===== config.mk =====
export PLATFORM = sky130hd
export DESIGN_NAME = pp_tx_msg_writer
export DESIGN_NICKNAME = d
export VERILOG_FILES = /design/src/rtl/pp_tx_msg_writer.sv
export SDC_FILE = /design/constraint.sdc
export NUM_CORES = 1
export LEC_CHECK = 0
export CAP_MARGIN = 20
export CORE_UTILIZATION = 35
export CTS_BUF_LIST = sky130_fd_sc_hd__clkbuf_2 sky130_fd_sc_hd__clkbuf_4 sky130_fd_sc_hd__clkbuf_8
export DETAILED_ROUTE_END_ITERATION = 16
export HOLD_SLACK_MARGIN = 0.02
export PLACE_DENSITY = 0.62
export SLEW_MARGIN = 25
export SYNTH_ARGS = -nofsm -noshare
export SYNTH_HDL_FRONTEND = slang
export SYNTH_SLANG_ARGS = --single-unit

===== constraint.sdc =====
create_clock -name clk_PP -period 5.6 [get_ports clk_PP]
set_input_delay 0.84 -clock clk_PP [delete_from_list [all_inputs] [get_ports clk_PP]]
set_output_delay 0.84 -clock clk_PP [all_outputs]
set_load 0.05 [all_outputs]

===== src/rtl/pp_tx_msg_writer.sv =====
// pp_tx_msg_writer: loads one message from the post-processing word stream
// into BRAMMsgTX, hands it to the network controller and waits for release.
//   clk_PP, reset           : clock, asynchronous active-high reset
//   start, msg_len          : send request and its length in words
//   src_data/valid/ready    : payload word stream
//   busy_Net2PP_TX          : buffer held by the network controller
//   busy_PP2Net_TX          : buffer held by this block
//   dataTX/addrTX/weTX_msg  : BRAMMsgTX port A write side
//   sizeTX_msg, msg_stored  : published word count and completion pulse
//   done, err               : release pulse, bad-length/timeout pulse
// NET_TIMEOUT must be at least 2.
module pp_tx_msg_writer #(
   parameter int unsigned MAX_WORDS   = 1024,
   parameter int unsigned NET_TIMEOUT = 4096
) (
   input  logic        clk_PP,
   input  logic        reset,
   input  logic        start,
   input  logic [10:0] msg_len,
   input  logic [31:0] src_data,
   input  logic        src_valid,
   output logic        src_ready,
   input  logic        busy_Net2PP_TX,
   output logic        busy_PP2Net_TX,
   output logic        msg_stored,
   output logic [31:0] dataTX_msg,
   output logic [10:0] addrTX_msg,
   output logic        weTX_msg,
   output logic [10:0] sizeTX_msg,
   output logic        done,
   output logic        err
);

   localparam int unsigned LEN_W  = 11;
   localparam int unsigned DATA_W = 32;
   localparam int unsigned TMO_W  = $clog2(NET_TIMEOUT + 1);

   localparam logic [LEN_W-1:0] MAX_LEN  = LEN_W'(MAX_WORDS);
   localparam logic [TMO_W-1:0] TMO_LAST = TMO_W'(NET_TIMEOUT - 1);

   typedef enum logic [2:0] {
      ST_IDLE      = 3'd0,
      ST_WAIT_BUS  = 3'd1,
      ST_WRITE     = 3'd2,
      ST_STORED    = 3'd3,
      ST_WAIT_TAKE = 3'd4,
      ST_WAIT_REL  = 3'd5
   } state_t;

   state_t             state_q, state_d;
   logic [LEN_W-1:0]   len_q, len_d;
   logic [LEN_W-1:0]   wcnt_q, wcnt_d;
   logic [TMO_W-1:0]   tcnt_q, tcnt_d;

   logic               busy_d, stored_d, we_d, done_d, err_d;
   logic [DATA_W-1:0]  data_d;
   logic [LEN_W-1:0]   addr_d, size_d;

   // Payload is accepted only while writing; decoded straight from the state register.
   assign src_ready = (state_q == ST_WRITE);

   // Next-state and next-output decode.
   always_comb begin
      state_d  = state_q;
      len_d    = len_q;
      wcnt_d   = wcnt_q;
      tcnt_d   = tcnt_q;
      busy_d   = busy_PP2Net_TX;
      stored_d = 1'b0;
      we_d     = 1'b0;
      data_d   = dataTX_msg;
      addr_d   = addrTX_msg;
      size_d   = sizeTX_msg;
      done_d   = 1'b0;
      err_d    = 1'b0;

      case (state_q)
         ST_IDLE: begin
            if (start) begin
               len_d = msg_len;
               if ((msg_len == '0) || (msg_len > MAX_LEN)) begin
                  err_d = 1'b1;
               end else begin
                  state_d = ST_WAIT_BUS;
               end
            end
         end

         ST_WAIT_BUS: begin
            if (!busy_Net2PP_TX) begin
               busy_d  = 1'b1;
               wcnt_d  = '0;
               state_d = ST_WRITE;
            end
         end

         ST_WRITE: begin
            if (src_valid) begin
               we_d   = 1'b1;
               data_d = src_data;
               addr_d = wcnt_q;
               if (wcnt_q == (len_q - LEN_W'(1))) begin
                  // Completion outputs register with the last write so they
                  // are visible during the STORED cycle.
                  busy_d   = 1'b0;
                  stored_d = 1'b1;
                  size_d   = len_q;
                  state_d  = ST_STORED;
               end else begin
                  wcnt_d = wcnt_q + LEN_W'(1);
               end
            end
         end

         ST_STORED: begin
            // The msg_stored cycle counts as the first timeout cycle, so a
            // timeout err lands NET_TIMEOUT cycles after msg_stored.
            tcnt_d  = TMO_W'(1);
            state_d = ST_WAIT_TAKE;
         end

         ST_WAIT_TAKE: begin
            if (busy_Net2PP_TX) begin
               state_d = ST_WAIT_REL;
            end else if (tcnt_q == TMO_LAST) begin
               err_d   = 1'b1;
               state_d = ST_IDLE;
            end else begin
               tcnt_d = tcnt_q + TMO_W'(1);
            end
         end

         ST_WAIT_REL: begin
            if (!busy_Net2PP_TX) begin
               done_d  = 1'b1;
               state_d = ST_IDLE;
            end
         end

         default: state_d = ST_IDLE;
      endcase
   end

   // State, counters and registered outputs.
   always_ff @(posedge clk_PP or posedge reset) begin
      if (reset) begin
         state_q        <= ST_IDLE;
         len_q          <= '0;
         wcnt_q         <= '0;
         tcnt_q         <= '0;
         busy_PP2Net_TX <= 1'b0;
         msg_stored     <= 1'b0;
         weTX_msg       <= 1'b0;
         dataTX_msg     <= '0;
         addrTX_msg     <= '0;
         sizeTX_msg     <= '0;
         done           <= 1'b0;
         err            <= 1'b0;
      end else begin
         state_q        <= state_d;
         len_q          <= len_d;
         wcnt_q         <= wcnt_d;
         tcnt_q         <= tcnt_d;
         busy_PP2Net_TX <= busy_d;
         msg_stored     <= stored_d;
         weTX_msg       <= we_d;
         dataTX_msg     <= data_d;
         addrTX_msg     <= addr_d;
         sizeTX_msg     <= size_d;
         done           <= done_d;
         err            <= err_d;
      end
   end

endmodule

* After elaboration in Yosys (flattened, before gate mapping) *
Cells that the tools add are included.
Widths: inputs -> output; s select.

word-level totals
  register bits = 97
  output and inout bits = 60

operators by class
  add/sub/neg operators = 3
  $lt $le $gt $ge = 1
  equality and inequality tests = 17
  multiplexer cells = 32
  reduce and logical (&&, ||, !) cells = 12

operators with widths
  operator               number
  $mux 11                3
  $mux 13                2
  $pmux 13 s2            1
  $mux 3                 8
  $pmux 11 s2            1
  $pmux 3 s6             1
  $ne 2x2->1 const B     8
  $mux 1                 14
  $add 13x1->13 const B  1
  $eq 13x12->1 const B   1
  $add 11x1->11 const B  1
  $eq 11x11->1           1
  $gt 11x11->1 const B   1
  $logic_not 11->1       1
  $sub 11x1->11 const B  1
  $reduce_and 4->1       2
  $reduce_and 7->1       1
  $eq 3x2->1 const B     2
  $eq 3x3->1 const B     2
  $reduce_and 3->1       2
  $pmux 1 s2             2
  $reduce_and 2->1       2
  $reduce_bool 2->1      2
  $eq 3x1->1 const B     1
  other kinds (4)        4

* Longest topological paths before layout *
  depth in word-level cells = 5
  gate-level depth with buffers = 10
  gate-level depth less buffers = 9

* Worst setup path after synthesis *
Ideal clock, no wire load.

  path type = reg2reg
  from = register len_q[0]
  to = register sizeTX_msg[10]
  setup time = 125 ps
  data arrival time = 2,362 ps
  data required time = 5,475 ps
  path slack = 3,113 ps
  stages on the path, launching flop included = 10
  path buffers = 1
  clock period less this slack = 2,487 ps
  cells stage by stage = dfrtp_1 -> inv_1 -> ha_1 -> o21ba_2 -> a221oi_1 -> a41oi_1 -> nor4_2 -> nand4_2 -> buf_6 -> mux2_4

between the ends
  cells in the longest elaborated chain, start to end = 3

RTL lines
  element                            line  text
  start, declared                    51    logic [LEN_W-1:0] len_q, len_d;
  start signal, assigned             161   len_q <= len_d;
  $sub 11x1->11                      102   if (wcnt_q == (len_q - LEN_W'(1))) begin
  $eq 11x11->1                       102
  $reduce_and 3->1 (no source line)  n/a
  end signal, assigned               169   sizeTX_msg <= size_d;
  end, declared                      29    output logic [10:0] sizeTX_msg,

No other way between the ends.
A chain may end at the register's enable or synchronous reset.

* Final worst setup path *
  from = register state_q[2]
  to = output port src_ready

between the ends
  cells in the longest elaborated chain, start to end = 1

RTL lines
  element                 line  text
  start, declared         50    state_t state_q, state_d;
  start signal, assigned  160   state_q <= state_d;
  $eq 3x2->1              60    assign src_ready = (state_q == ST_WRITE);
  end, declared           22    output logic src_ready,

No other way between the ends.

==> reports/metrics.sh <==
CLK_LATENCY_NS=0.36
GRT_SETUP_UNREPAIRED='false'
DRIVE_ABOVE_1_SHARE_PCT=8.92
TRACK_USAGE_PCT=16.2
CRIT_SLOWEST_CELL='sky130_fd_sc_hd__clkdlybuf4s50_1'
TIMING.RR.START='len_q[0]$_DFFE_PP0P_'
CAPTURING_POINT_OF_THE_WORST_REG2REG_PATH='sizeTX_msg[3]$_DFFE_PP0P_'
TRITONCTS='done'
POST_SYNTH_INSTANCE_AREA_SQ_UM=4600
DESIGN.DIE.AREA_SQ_UM=13600
CLK_TRANSITION_REPORTED_PATHS_NS=0.09
CTS-RESIZED-GATES=0
NUMBER_OF_STANDARD_CELL_ROWS_IN_THE_FLOORPLAN=41
FP.DIEW_UM=117
WORSTREGTOREGCELLS=8
SYNTH-SEQ-CELLS=97
RUN_STATUS='complete, no violations'
LAYOUT-AREA-OVERHEAD-VS-SYNTH_PCT=30.4
SYNTH_FP_NETS=531
IR_WORST_VDD_uV=184
GRT_FIRST_PASS_WIRELENGTH_UM=17300
COUNT_OF_SYNTHESIS_STAGE_WARNINGS_FROM_YOSYS=0
SYNTHCELLS=480
WORST_PIN_SLEW_NS=0.842
FINALSETUPVIOLCOUNT=0
MAX_FO_CRITICAL_PATH=12
FINALWORSTPATHREQUIREDPERIOD_NS=3.03
DRT.ANTENNA.VIOLATING_NETS=0
POWER_LEAKAGE_nW=2.74
WORST_SETUP_PATH_ENDPOINT='src_ready'
ROUTED_WIRE_PER_STD_CELL_UM=13.6
POSTSYNTHAREAPERCELL_SQ_UM=9.58
MIN_PATH_TYPE='reg2reg'
PIN_COUNT_OF_THE_BIGGEST_NET_ENTERING_GLOBAL_ROUTING=56
WORST-ENDPOINT-REQUIRED_NS=4.76
SLACK_OF_THE_WORST_REG_TO_REG_PATH_NS=2.70
PLACEMENT.IO_BUFFERS=107
FIRSTDRTPASSITERS=4
LAYOUT_COMMON_CELLS='sky130_fd_sc_hd__nand2_1, sky130_fd_sc_hd__clkdlybuf4s50_1, sky130_fd_sc_hd__dfrtp_1'
DRV.MAX_CAP_VIOLATION_COUNT=0
SEQUENTIAL_SHARE_OF_THE_SYNTHESIZED_AREA_PCT=52.8
FLOORPLAN.IO_PINS=108
TIMING.SETUP.TNS_NS=0
DIODES=0
SYNTH_ENABLE_FLOP_CELLS=0
PLACE_WORST_SETUP_SLACK_NS=2.64
START_UTIL_PCT=36.2
ASYNC_FLOP_SHARE_PCT=100
VIAS_IN_THE_FIRST_GLOBAL_ROUTE=3575
ROOT_BUFFER='sky130_fd_sc_hd__clkbuf_8'
HOLD_VIOLATIONS=0
CTSHOLDBUFFERS=0
LOGIC_DEPTH_OF_THE_WORST_PATH_BUFFERS_INCLUDED=4
FIN_NETS=629
DOMINANTREGCELLSYNTH='sky130_fd_sc_hd__dfrtp_1'
DRC=0
FINALWIRELENGTH_UM=10300
CTSLONGESTPATHBUFFERS=2
FINAL_MAX_SLEW_VIOL_COUNT=0
P_TOTAL_W=0.00281
TIMING.FINAL.CRIT_SHARE_PCT=54.1
CTS_BUFFER_COUNT=9
CHIPHEIGHT_UM=117
SLEW_HEADROOM_PCT=43.4
FINALWEIGHTEDCONGESTION=0.790
CRITICALPATHCATEGORY='reg2out'
POST-ROUTE-WORST-SETUP-SLACK_NS=2.57
CELLPOWERDENSITY_nW_PER_UM2=468
CRITICAL_PATH.CELL_CHAIN='nor2_1, nand2_1, inv_1, clkdlybuf4s50_1'
TIMING.CRITICAL_PATH.FROM='state_q[2]$_DFFE_PP0P_'
NUMBER_OF_POST_CTS_SETUP_REPAIR_BUFFERS=0
TOTAL_CLOCK_SINKS=97
VIAS_PER_CELL=4.86
ROUTED-VIA-COUNT=3672
DP_HPWL_UM=7320
PATH_DELAY_FAMILY='buffers and inverters'
CRIT_BUF_INV=2
HTREEDEPTH=3
CRITICAL-PATH-MAX-STAGE-DELAY_NS=0.83
DRT_FIRST_ITER_VIOLATIONS=182
SYNTH_CELL_TYPE_COUNT=65
ARRIVAL_NS=2.19
FIN_SKEW_NS=0.00918
GRT_OVERFLOW_TOTAL=0
SETUP.WORST_PATH.END_CLASS='output pin'
WORSTSETUPSTARTPOINTTYPE='flip-flop'
CORE_AREA_SQ_UM=12700
CLOCK.FMAX_MHz=330
LAYOUT_COMMONEST_CELL='sky130_fd_sc_hd__nand2_1'
ANTENNA_VIOLATIONS_BEFORE_REPAIR=0
-- sequential cells by signal (all words and copies together) (netlist names) --
| register | flops |
|---|---|
| wcnt_q | 11 |
| done | 1 |
| addrTX_msg | 11 |
| msg_stored | 1 |
| state_q | 3 |
| busy_PP2Net_TX | 1 |
| len_q | 11 |
| weTX_msg | 1 |
| tcnt_q | 13 |
| dataTX_msg | 32 |
| sizeTX_msg | 11 |
| err | 1 |
-- metrics by stage --
stage / cell area (sq um) / std cells / hold WS, ns / util, %
after floorplan: 4600 / 480 / 0.468 / -
after global placement: 5800 / 739 / 0.458 / 45.6
after detailed placement: 5800 / 739 / 0.462 / 45.6
after CTS: 6000 / 755 / 0.484 / 47.2
after global routing: 6000 / 755 / 0.502 / 47.2
final: 6000 / 755 / 0.479 / 47.2
-- power breakdown --
part	total, W	internal [W]	leakage (nW)	switching [W]
Sequential	0.00108	0.000884	1.27	0.000195
Combinational	0.00126	0.000459	1.36	0.000800
Clock	0.000468	0.000230	0.104	0.000238
Total	0.00281	0.00157	2.74	0.00123
-- how the worst min path moves through the flow --
| stage | start | endpoint | slack (ns) | cells after the start |
|---|---|---|---|---|
| 3_3_place_gp | dataTX_msg[28]$_DFFE_PP0P_ | dataTX_msg[28]$_DFFE_PP0P_ | 0.46 | 2 |
| 6_report | dataTX_msg[29]$_DFFE_PP0P_ | dataTX_msg[29]$_DFFE_PP0P_ | 0.48 | 2 |
| 5_1_grt | dataTX_msg[30]$_DFFE_PP0P_ | dataTX_msg[30]$_DFFE_PP0P_ | 0.50 | 2 |
| 2_1_floorplan | tcnt_q[11]$_DFFE_PP0P_ | tcnt_q[11]$_DFFE_PP0P_ | 0.47 | 1 |
| 4_1_cts | dataTX_msg[19]$_DFFE_PP0P_ | dataTX_msg[19]$_DFFE_PP0P_ | 0.48 | 2 |
| 3_5_place_dp | dataTX_msg[30]$_DFFE_PP0P_ | dataTX_msg[30]$_DFFE_PP0P_ | 0.46 | 2 |
-- area by class of cell --
class / instances / area, sq um
clock inverter: 4 / 51.3
clock buffer: 12 / 153
sequential: 97 / 2430
timing repair buffer: 110 / 1090
fill: 1253 / 6720
multi-input combinational: 348 / 2010
tap: 172 / 215
inverter: 12 / 47.5
-- metal layers --
metal	wire length, um	vias to the layer above	global-route usage (%)
li1	-	1817	-
met1	4920	1742	21.8
met2	4600	100	25.8
met3	574	13	2.91
met4	167	0	6.41
met5	0	-	0
-- cell families (layout without fill, tap and decap cells) --
family,Yosys count,count (layout),synth area share (%)
AO/OA/AOI/OAI,55,55,8.35
XOR/XNOR,21,21,4.00
adder cells (fa/ha/maj),3,3,0.816
buffers and inverters,35,138,3.51
flip-flops,97,97,52.8
multiplexers,19,19,5.11
AND/OR/NAND/NOR,250,250,25.5
-- worst register-to-register path, cell delays in order (launching register included) --
cell	delay, ns
sky130_fd_sc_hd__dfrtp_1	0.42
sky130_fd_sc_hd__inv_1	0.10
sky130_fd_sc_hd__ha_1	0.30
sky130_fd_sc_hd__o21ba_2	0.23
sky130_fd_sc_hd__a221oi_1	0.28
sky130_fd_sc_hd__a41oi_1	0.08
sky130_fd_sc_hd__nor4_2	0.47
sky130_fd_sc_hd__nand4_2	0.47
sky130_fd_sc_hd__mux2_4	0.45
-- synthesized netlist by cell type, drive strengths merged, types with 2 or more instances --
cell	instances	area [sq um]
nand2	158	593
dfrtp	97	2430
nor2	27	101
mux2	18	225
nand3	16	85.1
o21ai	16	80.1
xor2	15	131
clkbuf	14	52.6
inv	11	41.3
buf	9	63.8
or4	7	52.6
a21oi	6	30.0
nor3	6	41.3
xnor2	6	52.6
and3	5	31.3
nand4	5	37.5
o211ai	5	37.5
nor4	4	46.3
or2	4	25.0
a41oi	3	26.3
ha	3	37.5
nand3b	3	22.5
o22ai	3	18.8
or3	3	18.8
a21boi	2	15.0
a22o	2	17.5
a31oi	2	12.5
and2	2	12.5
and4	2	20.0
nand2b	2	12.5
nand4b	2	17.5
nor4b	2	38.8
o31ai	2	15.0
Note: power is estimated with default switching activity, not from simulation.
